--- config.mk ---
export PLATFORM = sky130hd
export DESIGN_NAME = pairhmm_result_drain
export DESIGN_NICKNAME = d
export VERILOG_FILES = /design/src/rtl/pairhmm_result_drain.sv
export SDC_FILE = /design/constraint.sdc
export NUM_CORES = 1
export LEC_CHECK = 0
export CAP_MARGIN = 25
export CORE_ASPECT_RATIO = 1.1
export CORE_UTILIZATION = 47
export DETAILED_ROUTE_END_ITERATION = 12
export PLACE_DENSITY = 0.75
export SETUP_SLACK_MARGIN = 0.02
export SLEW_MARGIN = 30
export SYNTH_ARGS = -nofsm -noshare
export SYNTH_HDL_FRONTEND = slang
export SYNTH_SLANG_ARGS = --single-unit
export TNS_END_PERCENT = 10
--- constraint.sdc ---
create_clock -name sys_clk -period 7.9 [get_ports sys_clk]
set_clock_uncertainty 0.2 [all_clocks]
set_input_delay 1.975 -clock sys_clk [delete_from_list [all_inputs] [get_ports sys_clk]]
set_output_delay 1.975 -clock sys_clk [all_outputs]
set_load 0.01 [all_outputs]
--- src/rtl/pairhmm_result_drain.sv ---
// Drains 128-bit PairHMM result words into four MSB-first 32-bit beats, checks pair order, counts packets.
// Latency: FIFO_RD_LAT+1 cycles from rden to the first beat; a stalled host holds the word and the FIFO stays unread.
module pairhmm_result_drain #(
   parameter int FIFO_RD_LAT = 1,
   parameter int CNT_W       = 16
) (
   input  logic             sys_clk,
   input  logic             sys_rst,
   input  logic             result_fifo_empty,
   output logic             result_fifo_rden,
   input  logic [127:0]     result_fifo_rdat,
   output logic             out_valid,
   input  logic             out_ready,
   output logic [31:0]      out_data,
   output logic             out_last,
   output logic             seq_err,
   output logic [CNT_W-1:0] pkt_cnt,
   output logic [CNT_W-1:0] err_cnt
);

   typedef enum logic [1:0] {IDLE, WAIT, SEND} state_t;

   localparam logic [1:0] RD_LAT = 2'(FIFO_RD_LAT);

   state_t       state;
   logic [127:0] hold;
   logic [1:0]   beat;
   logic [1:0]   lat_cnt;
   logic [15:0]  expected_idx;
   logic [15:0]  rx_idx;

   assign rx_idx = result_fifo_rdat[111:96];

   function automatic logic [31:0] beat_word(input logic [127:0] w, input logic [1:0] b);
      logic [31:0] r;
      case (b)
         2'd0:    r = w[127:96];
         2'd1:    r = w[95:64];
         2'd2:    r = w[63:32];
         default: r = w[31:0];
      endcase
      return r;
   endfunction

   always_ff @(posedge sys_clk or posedge sys_rst) begin
      if (sys_rst) begin
         state            <= IDLE;
         result_fifo_rden <= 1'b0;
         out_valid        <= 1'b0;
         out_data         <= 32'd0;
         out_last         <= 1'b0;
         seq_err          <= 1'b0;
         pkt_cnt          <= '0;
         err_cnt          <= '0;
         expected_idx     <= 16'd0;
         hold             <= 128'd0;
         beat             <= 2'd0;
         lat_cnt          <= 2'd0;
      end else begin
         result_fifo_rden <= 1'b0;
         case (state)
            IDLE: begin
               if (!result_fifo_empty) begin
                  result_fifo_rden <= 1'b1;
                  lat_cnt          <= 2'd0;
                  state            <= WAIT;
               end
            end
            WAIT: begin
               // lat_cnt is 0 in the rden cycle, so the match lands FIFO_RD_LAT cycles later
               if (lat_cnt == RD_LAT) begin
                  hold      <= result_fifo_rdat;
                  beat      <= 2'd0;
                  out_valid <= 1'b1;
                  out_data  <= result_fifo_rdat[127:96];
                  out_last  <= 1'b0;
                  if (rx_idx != expected_idx) begin
                     seq_err <= 1'b1;
                     if (err_cnt != '1)
                        err_cnt <= err_cnt + CNT_W'(1);
                  end
                  expected_idx <= result_fifo_rdat[0] ? 16'd0 : rx_idx + 16'd1;
                  state        <= SEND;
               end else begin
                  lat_cnt <= lat_cnt + 2'd1;
               end
            end
            SEND: begin
               if (out_ready) begin
                  if (beat == 2'd3) begin
                     out_valid <= 1'b0;
                     out_last  <= 1'b0;
                     if (hold[0])
                        pkt_cnt <= pkt_cnt + CNT_W'(1);
                     if (!result_fifo_empty) begin
                        result_fifo_rden <= 1'b1;
                        lat_cnt          <= 2'd0;
                        state            <= WAIT;
                     end else begin
                        state <= IDLE;
                     end
                  end else begin
                     beat     <= beat + 2'd1;
                     out_data <= beat_word(hold, beat + 2'd1);
                     out_last <= (beat == 2'd2) && hold[0];
                  end
               end
            end
            default: state <= IDLE;
         endcase
      end
   end

endmodule

==> results by group <==
Clock network
  – Num CTS Buffers: 24
  – Cts hold-fix bufs: 0
  – H-tree levels: 1
  – CTS sink cnt: roughly 220
  – Clock insertion delay at the later pin of the skew report: between 500 and 600 ps
  – Post_cts resized: 0
  – Clock Path Buffers: 3
  – Root Buffer: clkbuf_16
  – Post-CTS Setup Bufs: 0
  – Clock Pin Slew Worst Setup and Hold Paths: about 60 ps
  – CTS tree: yes

Run status
  – Status: finished, final reports clean

Logic synthesis
  – Unique masters post-synth: 44
  – Post-Syn Instances: about 1100
  – Mapped Area: 9910 um2
  – Top-area cell type share of the netlist area: 0.551
  – Post-synthesis sequential area ratio: 0.551
  – Biggest area consumer among synthesized cells: dfrtp_1
  – Synth Register Bits: around 220
  – Syn nets: about 1300
  – Top cells by area, synth: dfrtp_1, nand2_1, a222oi_1
  – Fraction of registers with async set/reset: 1.00
  – EDFF count, synth: 0
  – Top_reg_cell synth: dfrtp_1
  – YS warnings: 0
  – Syn avg cell area: ~8.8 um2

Placed design
  – Placed cell count: about 1500
  – Port Buffers: between 150 and 200
  – HPWL Detailed: ~18000 um
  – RD Place Congestion: just under 0.9

Finish
  – Fin cells: approximately 1600
  – Area grow syn2layout: 29.1%
  – Layout Nets: around 1400
  – Layout cells sized above 1: 0.0444
  – # diodes: 0
  – Utilization after layout: 0.620
  – Fillers: ~1700

Critical path
  – Crit path DAT: 4440 ps
  – CP Capture Type: register
  – Critical path peak fanout: 16
  – RR Startpoint: lat_cnt[0]$_DFFE_PP0P_
  – Crit Path Category: in2reg
  – WP data required: between 8000 and 9000 ps
  – Capture point of the worst path: err_cnt[13]$_DFFE_PP0P_
  – Reg-to-reg setup timing slack: 5060 ps
  – R2R depth: 6
  – R2r endpoint: hold[72]$_DFFE_PP0P_
  – Critical path launch point type: input port
  – Setup crit start: result_fifo_rdat[96]

Timing
  – Fmax: between 200 and 250 MHz
  – Slew @ Worst Pin: approximately 930 ps
  – Slew Viols, Final: 0
  – Rel. slew slack: 0.377
  – Fin Setup TNS: 0 ps
  – Fin crit period: roughly 4200 ps
  – Period utilization: 0.538
  – RSZ-0062 raised after global routing: false
  – Worst hold slack: around 280 ps
  – Finish-stage setup viols: 0
  – Final Hold Vio Count: 0

Route
  – DR pass1 iterations: 9
  – DR WL/cell: between 15 and 20 um
  – Vias per cell: roughly 5.4
  – Via count: around 8500
  – Post-route DRC violation count: 0
  – DR iter-0 viols: 878
  – Drt total wl: around 27000 um
  – Antenna viol nets, final: 0

Die
  – Die width: ~140 um
  – Rows: 55
  – Std-Cell Core Area: ~21000 um2
  – Die Ht: between 150 and 200 um
  – DIE AREA: about 22000 um2
  – Initial Util: 0.480
  – Boundary Pins: 200

Job
  – Total of max-cap violations: 0

Power
  – Peak supply drop: 188 uV
  – Power Dens Cells: about 360 nW/um2
  – Static Leak: around 5.9 nW

Global routing
  – Antenna violations before repair: 1
  – Global route overflow: 0
  – Met3 usage: 0.0579
  – Met2 GRT Util: 0.406
  – Met1 Track Usage GR: 0.341
  – Vias in the first global route: between 8000 and 9000
  – First-pass GRT wire length: approximately 43000 um
  – GRT busiest layer: met2
  – Largest net degree at the start of global routing: approximately 120
  – Tot GR Track Use: 0.252

Min path
  – Min-Delay Path Class: reg2reg
==> cells in the final DEF (no fill, tap or decap), drive strengths merged, types with 3 or more instances in the layout <==
master,count
nand3,15
clkinv,3
a31oi,32
ha,8
dfrtp,218
and3,8
a21oi,3
xnor2,28
nand2,521
o31ai,4
clkbuf,37
mux2,5
and4,3
nor2,47
nor4,4
xor2,30
a222oi,32
buf,8
o21ai,48
clkdlybuf4s50,199
inv,6
nand4,19
==> power by group <==
| part | internal (mW) | switching [mW] |
|---|---|---|
| clock | 0.648 | 0.433 |
| combinational | 0.674 | 0.926 |
| sequential | 1.59 | 0.292 |
| total | 2.92 | 1.65 |
==> sequential cells by signal (all words and copies together) (netlist names) <==
| signal | cells |
|---|---|
| out_last | 1 |
| seq_err | 1 |
| out_data | 32 |
| expected_idx | 16 |
| pkt_cnt | 16 |
| out_valid | 1 |
| lat_cnt | 2 |
| result_fifo_rden | 1 |
| state | 2 |
| hold | 128 |
| err_cnt | 16 |
| beat | 2 |
==> synth_stat cells, drive strengths merged, types with 5 or more instances <==
| cell | instances |
|---|---|
| inv | 7 |
| and3 | 8 |
| xor2 | 30 |
| nand3 | 15 |
| a222oi | 32 |
| nor2 | 47 |
| o21ai | 48 |
| clkbuf | 47 |
| ha | 8 |
| dfrtp | 218 |
| buf | 28 |
| nand2 | 521 |
| xnor2 | 28 |
| mux2 | 5 |
| nand4 | 19 |
| a31oi | 32 |
==> worst max-delay path, stage by stage <==
cell and delay (ps):
clkdlybuf4s50_1 540, xor2_1 220, nor4_1 420, nand4_2 550, and4bb_1 430, mux2_4 290
==> worst min-delay path by stage <==
| stage | endpoint | start | slack [ps] | cells after the start |
|---|---|---|---|---|
| 2_1_floorplan | hold[64]$_DFFE_PP0P_ | hold[64]$_DFFE_PP0P_ | 240 | 2 |
| 3_3_place_gp | hold[80]$_DFFE_PP0P_ | hold[80]$_DFFE_PP0P_ | 260 | 2 |
| 3_5_place_dp | seq_err$_DFFE_PP0P_ | seq_err$_DFFE_PP0P_ | 260 | 1 |
| 4_1_cts | hold[88]$_DFFE_PP0P_ | hold[88]$_DFFE_PP0P_ | 280 | 2 |
| 5_1_grt | hold[101]$_DFFE_PP0P_ | hold[101]$_DFFE_PP0P_ | 300 | 2 |
| 6_report | pkt_cnt[15]$_DFFE_PP0P_ | pkt_cnt[15]$_DFFE_PP0P_ | 280 | 1 |
==> kinds of logic (layout without fill, tap and decap cells) <==
family,after synthesis,count (layout),share of synthesized area
compound gates,125,125,0.0860
flops,218,218,0.551
simple gates,634,634,0.259
xor+xnor,58,58,0.0513
buf+inv,82,256,0.0356
mux,6,6,0.00707
fa+ha+maj,8,8,0.0101
==> final cells by class <==
| class | count | area (um2) | area share |
|---|---|---|---|
| Tap cell | 256 | 320 | 0.0250 |
| Multi-Input combinational cell | 831 | 4140 | 0.323 |
| Clock inverter | 5 | 52.6 | 0.00411 |
| Timing Repair Buffer | 207 | 2090 | 0.163 |
| Clock buffer | 37 | 711 | 0.0555 |
| Sequential cell | 218 | 5460 | 0.426 |
| Inverter | 7 | 30.0 | 0.00235 |
==> routing by layer <==
metal / vias to the layer above / routed length, um
li1: 4034 / -
met1: 4093 / 11500
met2: 310 / 12800
met3: 37 / 2080
met4: 0 / 593
met5: - / 0
==> stage by stage <==
stage	area, um2	setup slack, ps	total power, mW
global route	12800	3610	4.89
detailed placement	12000	3200	3.48
finish	12800	3650	4.57
floorplan	9910	2880	2.89
CTS	12800	3730	4.58
global placement	12000	3280	3.42
No activity file was read; power rests on OpenSTA's default activity.
